File: config.mk
export PLATFORM = sky130hd
export DESIGN_NAME = axis_cmd_bridge
export DESIGN_NICKNAME = d
export VERILOG_FILES = /design/src/rtl/axis_cmd_bridge.sv
export SDC_FILE = /design/constraint.sdc
export NUM_CORES = 1
export LEC_CHECK = 0
export CAP_MARGIN = 20
export CORE_MARGIN = 5
export CORE_UTILIZATION = 51
export CTS_CLUSTER_DIAMETER = 40
export DETAILED_ROUTE_END_ITERATION = 8
export GPL_ROUTABILITY_DRIVEN = 0
export GPL_TIMING_DRIVEN = 0
export MAX_ROUTING_LAYER = met4
export PLACE_DENSITY_LB_ADDON = 0.2
export SLEW_MARGIN = 20
export SYNTH_ARGS = -nofsm -noshare
export SYNTH_HDL_FRONTEND = slang
export SYNTH_SLANG_ARGS = --single-unit
export TNS_END_PERCENT = 50
File: constraint.sdc
create_clock -name axi_aclk -period 3.5 [get_ports axi_aclk]
set_clock_uncertainty 0.1 [all_clocks]
set_input_delay 0.875 -clock axi_aclk [delete_from_list [all_inputs] [get_ports axi_aclk]]
set_output_delay 0.875 -clock axi_aclk [all_outputs]
set_load 0.005 [all_outputs]
File: src/rtl/axis_cmd_bridge.sv
// ---------------------------------------------------------------------------
// axis_cmd_bridge
// Command front-end for axilite_master. Parses register-access commands that
// arrive as AXI-Stream frames and issues one backend write or read at a time
// over the bk_* strobe interface. Read data comes back as a single-beat
// AXI-Stream response.
//
// Frame layout (one 32-bit beat each):
//   beat 0 : header   [31] op (1 = write, 0 = read), [3:0] wstrb
//   beat 1 : address
//   beat 2 : write data (write frames only)
// A read frame is exactly 2 beats and a write frame exactly 3 beats, with
// tlast set only on the final beat. Anything else is counted in err_cnt.
//
// Ports:
//   axi_aclk, axi_aresetn       clock, async active-low reset
//   s_axis_*                    command stream in (tdata/tvalid/tlast/tready)
//   m_axis_*                    read response stream out (tlast == tvalid)
//   bk_wstart/waddr/wdata/wstrb write request to the backend master
//   bk_wdone                    write completion pulse from the master
//   bk_rstart/raddr             read request to the backend master
//   bk_rdata/bk_rdone           read data and completion pulse
//   busy                        high whenever the FSM is not in HDR
//   err_cnt                     saturating count of malformed frames
// ---------------------------------------------------------------------------
module axis_cmd_bridge (
   input  logic        axi_aclk,
   input  logic        axi_aresetn,
   // command stream
   input  logic [31:0] s_axis_tdata,
   input  logic        s_axis_tvalid,
   input  logic        s_axis_tlast,
   output logic        s_axis_tready,
   // response stream
   output logic [31:0] m_axis_tdata,
   output logic        m_axis_tvalid,
   output logic        m_axis_tlast,
   input  logic        m_axis_tready,
   // backend write
   output logic        bk_wstart,
   output logic [31:0] bk_waddr,
   output logic [31:0] bk_wdata,
   output logic [3:0]  bk_wstrb,
   input  logic        bk_wdone,
   // backend read
   output logic        bk_rstart,
   output logic [31:0] bk_raddr,
   input  logic [31:0] bk_rdata,
   input  logic        bk_rdone,
   // status
   output logic        busy,
   output logic [7:0]  err_cnt
);

   localparam int unsigned DATA_W = 32;
   localparam int unsigned STRB_W = 4;
   localparam int unsigned CNT_W  = 8;
   localparam int unsigned OP_BIT = 31;

   localparam logic [CNT_W-1:0] CNT_MAX = '1;

   typedef enum logic [3:0] {
      HDR,
      ADDR,
      DATA,
      W_ISSUE,
      W_WAIT,
      R_ISSUE,
      R_WAIT,
      RESP,
      DRAIN
   } state_t;

   state_t              state;
   logic                hdr_op;
   logic [STRB_W-1:0]   hdr_strb;
   logic [DATA_W-1:0]   cmd_addr;

   logic                s_accept;
   logic [CNT_W-1:0]    err_inc;

   // Beat handshake on the registered ready.
   assign s_accept = s_axis_tvalid & s_axis_tready;

   // Saturating error-count increment.
   assign err_inc = (err_cnt == CNT_MAX) ? err_cnt : err_cnt + CNT_W'(1);

   // Command FSM. s_axis_tready and busy are registered alongside the state
   // so that each transition also sets their value for the destination state.
   always_ff @(posedge axi_aclk or negedge axi_aresetn) begin
      if (!axi_aresetn) begin
         state         <= HDR;
         hdr_op        <= 1'b0;
         hdr_strb      <= '0;
         cmd_addr      <= '0;
         s_axis_tready <= 1'b0;
         m_axis_tdata  <= '0;
         m_axis_tvalid <= 1'b0;
         m_axis_tlast  <= 1'b0;
         bk_wstart     <= 1'b0;
         bk_waddr      <= '0;
         bk_wdata      <= '0;
         bk_wstrb      <= '0;
         bk_rstart     <= 1'b0;
         bk_raddr      <= '0;
         busy          <= 1'b0;
         err_cnt       <= '0;
      end else begin
         // Start strobes are single-cycle pulses.
         bk_wstart <= 1'b0;
         bk_rstart <= 1'b0;

         unique case (state)
            HDR: begin
               s_axis_tready <= 1'b1;
               busy          <= 1'b0;
               if (s_accept) begin
                  hdr_op   <= s_axis_tdata[OP_BIT];
                  hdr_strb <= s_axis_tdata[STRB_W-1:0];
                  if (s_axis_tlast) begin
                     // A lone header is a complete (malformed) frame.
                     err_cnt <= err_inc;
                  end else begin
                     state <= ADDR;
                     busy  <= 1'b1;
                  end
               end
            end

            ADDR: begin
               if (s_accept) begin
                  if (!hdr_op) begin
                     if (s_axis_tlast) begin
                        bk_raddr      <= s_axis_tdata;
                        bk_rstart     <= 1'b1;
                        s_axis_tready <= 1'b0;
                        state         <= R_ISSUE;
                     end else begin
                        err_cnt <= err_inc;
                        state   <= DRAIN;
                     end
                  end else begin
                     if (!s_axis_tlast) begin
                        cmd_addr <= s_axis_tdata;
                        state    <= DATA;
                     end else begin
                        // Write frame ended early; the frame is already closed.
                        err_cnt <= err_inc;
                        busy    <= 1'b0;
                        state   <= HDR;
                     end
                  end
               end
            end

            DATA: begin
               if (s_accept) begin
                  if (s_axis_tlast) begin
                     // Backend write registers only change on a complete frame.
                     bk_waddr      <= cmd_addr;
                     bk_wdata      <= s_axis_tdata;
                     bk_wstrb      <= hdr_strb;
                     bk_wstart     <= 1'b1;
                     s_axis_tready <= 1'b0;
                     state         <= W_ISSUE;
                  end else begin
                     err_cnt <= err_inc;
                     state   <= DRAIN;
                  end
               end
            end

            DRAIN: begin
               if (s_accept && s_axis_tlast) begin
                  busy  <= 1'b0;
                  state <= HDR;
               end
            end

            W_ISSUE: begin
               state <= W_WAIT;
            end

            W_WAIT: begin
               if (bk_wdone) begin
                  s_axis_tready <= 1'b1;
                  busy          <= 1'b0;
                  state         <= HDR;
               end
            end

            R_ISSUE: begin
               state <= R_WAIT;
            end

            R_WAIT: begin
               if (bk_rdone) begin
                  m_axis_tdata  <= bk_rdata;
                  m_axis_tvalid <= 1'b1;
                  m_axis_tlast  <= 1'b1;
                  state         <= RESP;
               end
            end

            RESP: begin
               // Data is held until the downstream consumer takes it.
               if (m_axis_tready) begin
                  m_axis_tvalid <= 1'b0;
                  m_axis_tlast  <= 1'b0;
                  s_axis_tready <= 1'b1;
                  busy          <= 1'b0;
                  state         <= HDR;
               end
            end

            default: begin
               s_axis_tready <= 1'b1;
               busy          <= 1'b0;
               state         <= HDR;
            end
         endcase
      end
   end

endmodule

==> impl_results.md <==
- Final setup fails: 0
- Yosys warnings: 0
- Vias in the first global route: 5349
- RSZ-0062 raised after global routing: no
- Initial DRT Pass Iterations: 6
- Sink Count: 186
- Mapped Nets: 566
- Sequential Power Share: 42.3%
- Initial antenna violation count: 0
- Layout area overhead: 40.6%
- CTS Buffer Depth: 2
- Setup TNS: 0 ns
- Share of cells above drive strength 1: 30.7%
- Int Power: 0.00585 W
- Final HPWL DP: 12900 um
- Pwr Total: 0.00804 W
- DR vias: 4964
- Post-synthesis cell count: 494
- Yosys reg bits: 186
- Synth cell count leaders: 186 x dfrtp_1, 170 x mux2_2, 19 x buf_2, 17 x nand2_1, 11 x nor2_1
- GR Overflow Total: 0
- Peak Freq: 0.364 GHz
- CP Cell Sequence: clkdlybuf4s50_1 -> nand4bb_1 -> buf_2 -> nor3_4 -> buf_4 -> buf_4 -> mux2_2
- Dpl cell area: 9820 um^2
- P_sw: 0.00219 W
- Max incr delay on CP: 0.57 ns
- Proportion of netlist area held by the largest area contributor: 62.9%
- CTS Buf Count: 17
- Worst skew pair latency: 0.42 ns
- Area leader, netlist: dfrtp_1
- Wire per inst: 19.0 um
- Sequential element share of the synthesized area: 62.9%
- DR iter-0 viols: 281
- Post-CTS setup buffers: 0
- Die Ht: 130 um
- Die area: 17000 um^2
- Number of flops mapped to enable cells by yosys: 0
- First-pass GRT wire length: 28300 um
- Worst r2r src: state[2]$_DFFE_PN0P_
- Most frequent cell after synthesis: dfrtp_1
- CP max stage cell: clkdlybuf4s50_1
- Drt drc: 0
- Asr flop ratio synth: 100%
- Clock share of power: 23.3%
- Post-Syn Area: 7400 um^2
- I/O Buffers: 216
- Leakage: 4.67 nW
- Hold Path Class: in -> async
- Syn Area/Cell: 15.0 um^2
- Resize count post-CTS: 0
- Final Slew Violations: 0
- Final non-filler cell area: 10400 um^2
- Pin count of the biggest net entering global routing: 100
- Via/cell ratio: 5.35
- Worst setup SP type: primary input
- Status: finished, final reports clean
- CP required: 3.70 ns
- Die X: 130 um
- Worst Path Arrival: 2.95 ns
- H-tree depth: 4
- CTS tree: yes
- Final wirelength: 17700 um
- Setup crit start: s_axis_tvalid
- Tcrit/Tclk final: 78.5%
- CTS Hold Buffers Added: 0
- Final Hold Viols: 0
- Utilization after layout: 72.4%
- Total of max-cap violations: 0
- Switching Share: 27.3%
- Crit. End Element: flip-flop
- Core footprint: 14400 um^2
- Filler Cell Count: 943
- Nets: 802
- Worst slew margin: 37.8%
- Hold slack: 0.327 ns
- Ranking of synthesized cells by area: dfrtp_1 63%, mux2_2 26%, buf_2 1.3%
- Pwr per Cell Area: 773 nW/um^2
- Multi-input gate area in the final layout: 2590 um^2
- Ant. Diodes: 0
- Gate power share: 34.4%
- Clock Pin Slew Worst Setup and Hold Paths: 0.06 ns
- Rows: 44
- Worst slew pin tran: 0.925 ns
- Starting Density: 51.5%
- Storage element area: 4650 um^2
- Ys flop type: dfrtp_1
- Distinct cells, synth: 44
- Maximum VDD drop: 422 uV
- Worst Path Max Fanout: 10
- I/O pins: 217
- Tot GR Track Use: 22.1%
- Crit path kind: in -> reg
- Final ANT Viol Nets: 0
- Most frequent CP cell: buf_4
- Final worst path period need: 2.75 ns
- CTS Root Cell: clkbuf_16
-- layout make-up --
class / instances / area share (%)
plain buffers: 26 / 1.31
clock buffers: 22 / 4.46
clock inverters: 10 / 1.13
inverters: 5 / 0.180
multi-input cells: 277 / 24.9
flip-flops and latches: 186 / 44.7
well taps: 184 / 2.21
repair buffers: 217 / 21.1
-- final timing paths --
kind	slack [ns]	endpoint	cells after the start
max in group asynchronous	2.08	bk_wdata[18]$_DFFE_PN0P_	2
min in group axi_aclk	0.39	m_axis_tdata[3]$_DFFE_PN0P_	1
worst min-delay path	0.33	err_cnt[5]$_DFFE_PN0P_	1
worst max register to register	1.21	bk_waddr[28]$_DFFE_PN0P_	6
worst max-delay path	0.75	bk_waddr[28]$_DFFE_PN0P_	7
worst min register to register	0.39	m_axis_tdata[3]$_DFFE_PN0P_	1
-- routing by layer --
metal  GRT usage [%]  routed length, um  up-vias  part of all wire (%)
met2            37.1               8990      221                    51
met4            5.44                212        0                   1.2
met3            7.40               1620       25                   9.1
li1                -                  -     2226                     -
met1            26.0               6840     2492                    39
met5               -                  0        -                     0
-- metrics by stage --
| step | instances | setup slack (ns) |
|---|---|---|
| after detailed placement | 895 | 0.322 |
| final | 927 | 0.753 |
| after floorplan | 494 | 1.21 |
| after global placement | 894 | -5.79 |
| after global routing | 927 | 0.627 |
| after CTS | 927 | 0.720 |
-- state kept, by name (all words and copies together) (netlist names), 4 cells and up --
signal and flops:
m_axis_tdata 32, bk_waddr 32, bk_raddr 32, bk_wstrb 4, err_cnt 8, hdr_strb 4, cmd_addr 32, bk_wdata 32
state 4
-- cell families after synthesis --
logic type | count (synthesis) | synth area share, %
DFF | 186 | 62.9
muxes | 174 | 26.5
and+or+nand+nor | 66 | 4.96
AOI/OAI and AO/OA | 33 | 3.03
buffers and inverters | 31 | 2.10
xor gates and xnor gates | 3 | 0.355
adders and majority gates | 1 | 0.169
-- power by group through the flow --
stage	clock, W	sequential, W	combinational [W]
floorplan	0	0.00340	0.00115
global placement	0	0.00338	0.00269
detailed placement	0	0.00344	0.00278
CTS	0.00191	0.00341	0.00280
global route	0.00202	0.00351	0.00299
finish	0.00187	0.00340	0.00277
-- placed cells by master, fill, tap and decap left out, drive strengths merged, types with 2 or more instances in the layout --
master / count
a21oi: 8
nand4: 2
bufinv: 2
xor2: 2
clkbuf: 25
buf: 25
o221ai: 2
dfrtp: 186
o41ai: 2
nand2: 17
nand2b: 5
nor3: 5
and2b: 2
nand3: 4
nand3b: 3
clkdlybuf4s50: 215
o21ai: 8
a221oi: 3
nor2b: 7
nor2: 11
clkinv: 6
mux2: 174
inv: 6
o22ai: 2
and3: 2
-- worst max-delay path, delay by kind of cell --
family | cells | cell delay [ns]
buf+inv | 4 | 1.25
simple gates | 2 | 0.45
mux | 1 | 0.36
Power figures use the tool's default switching activity.
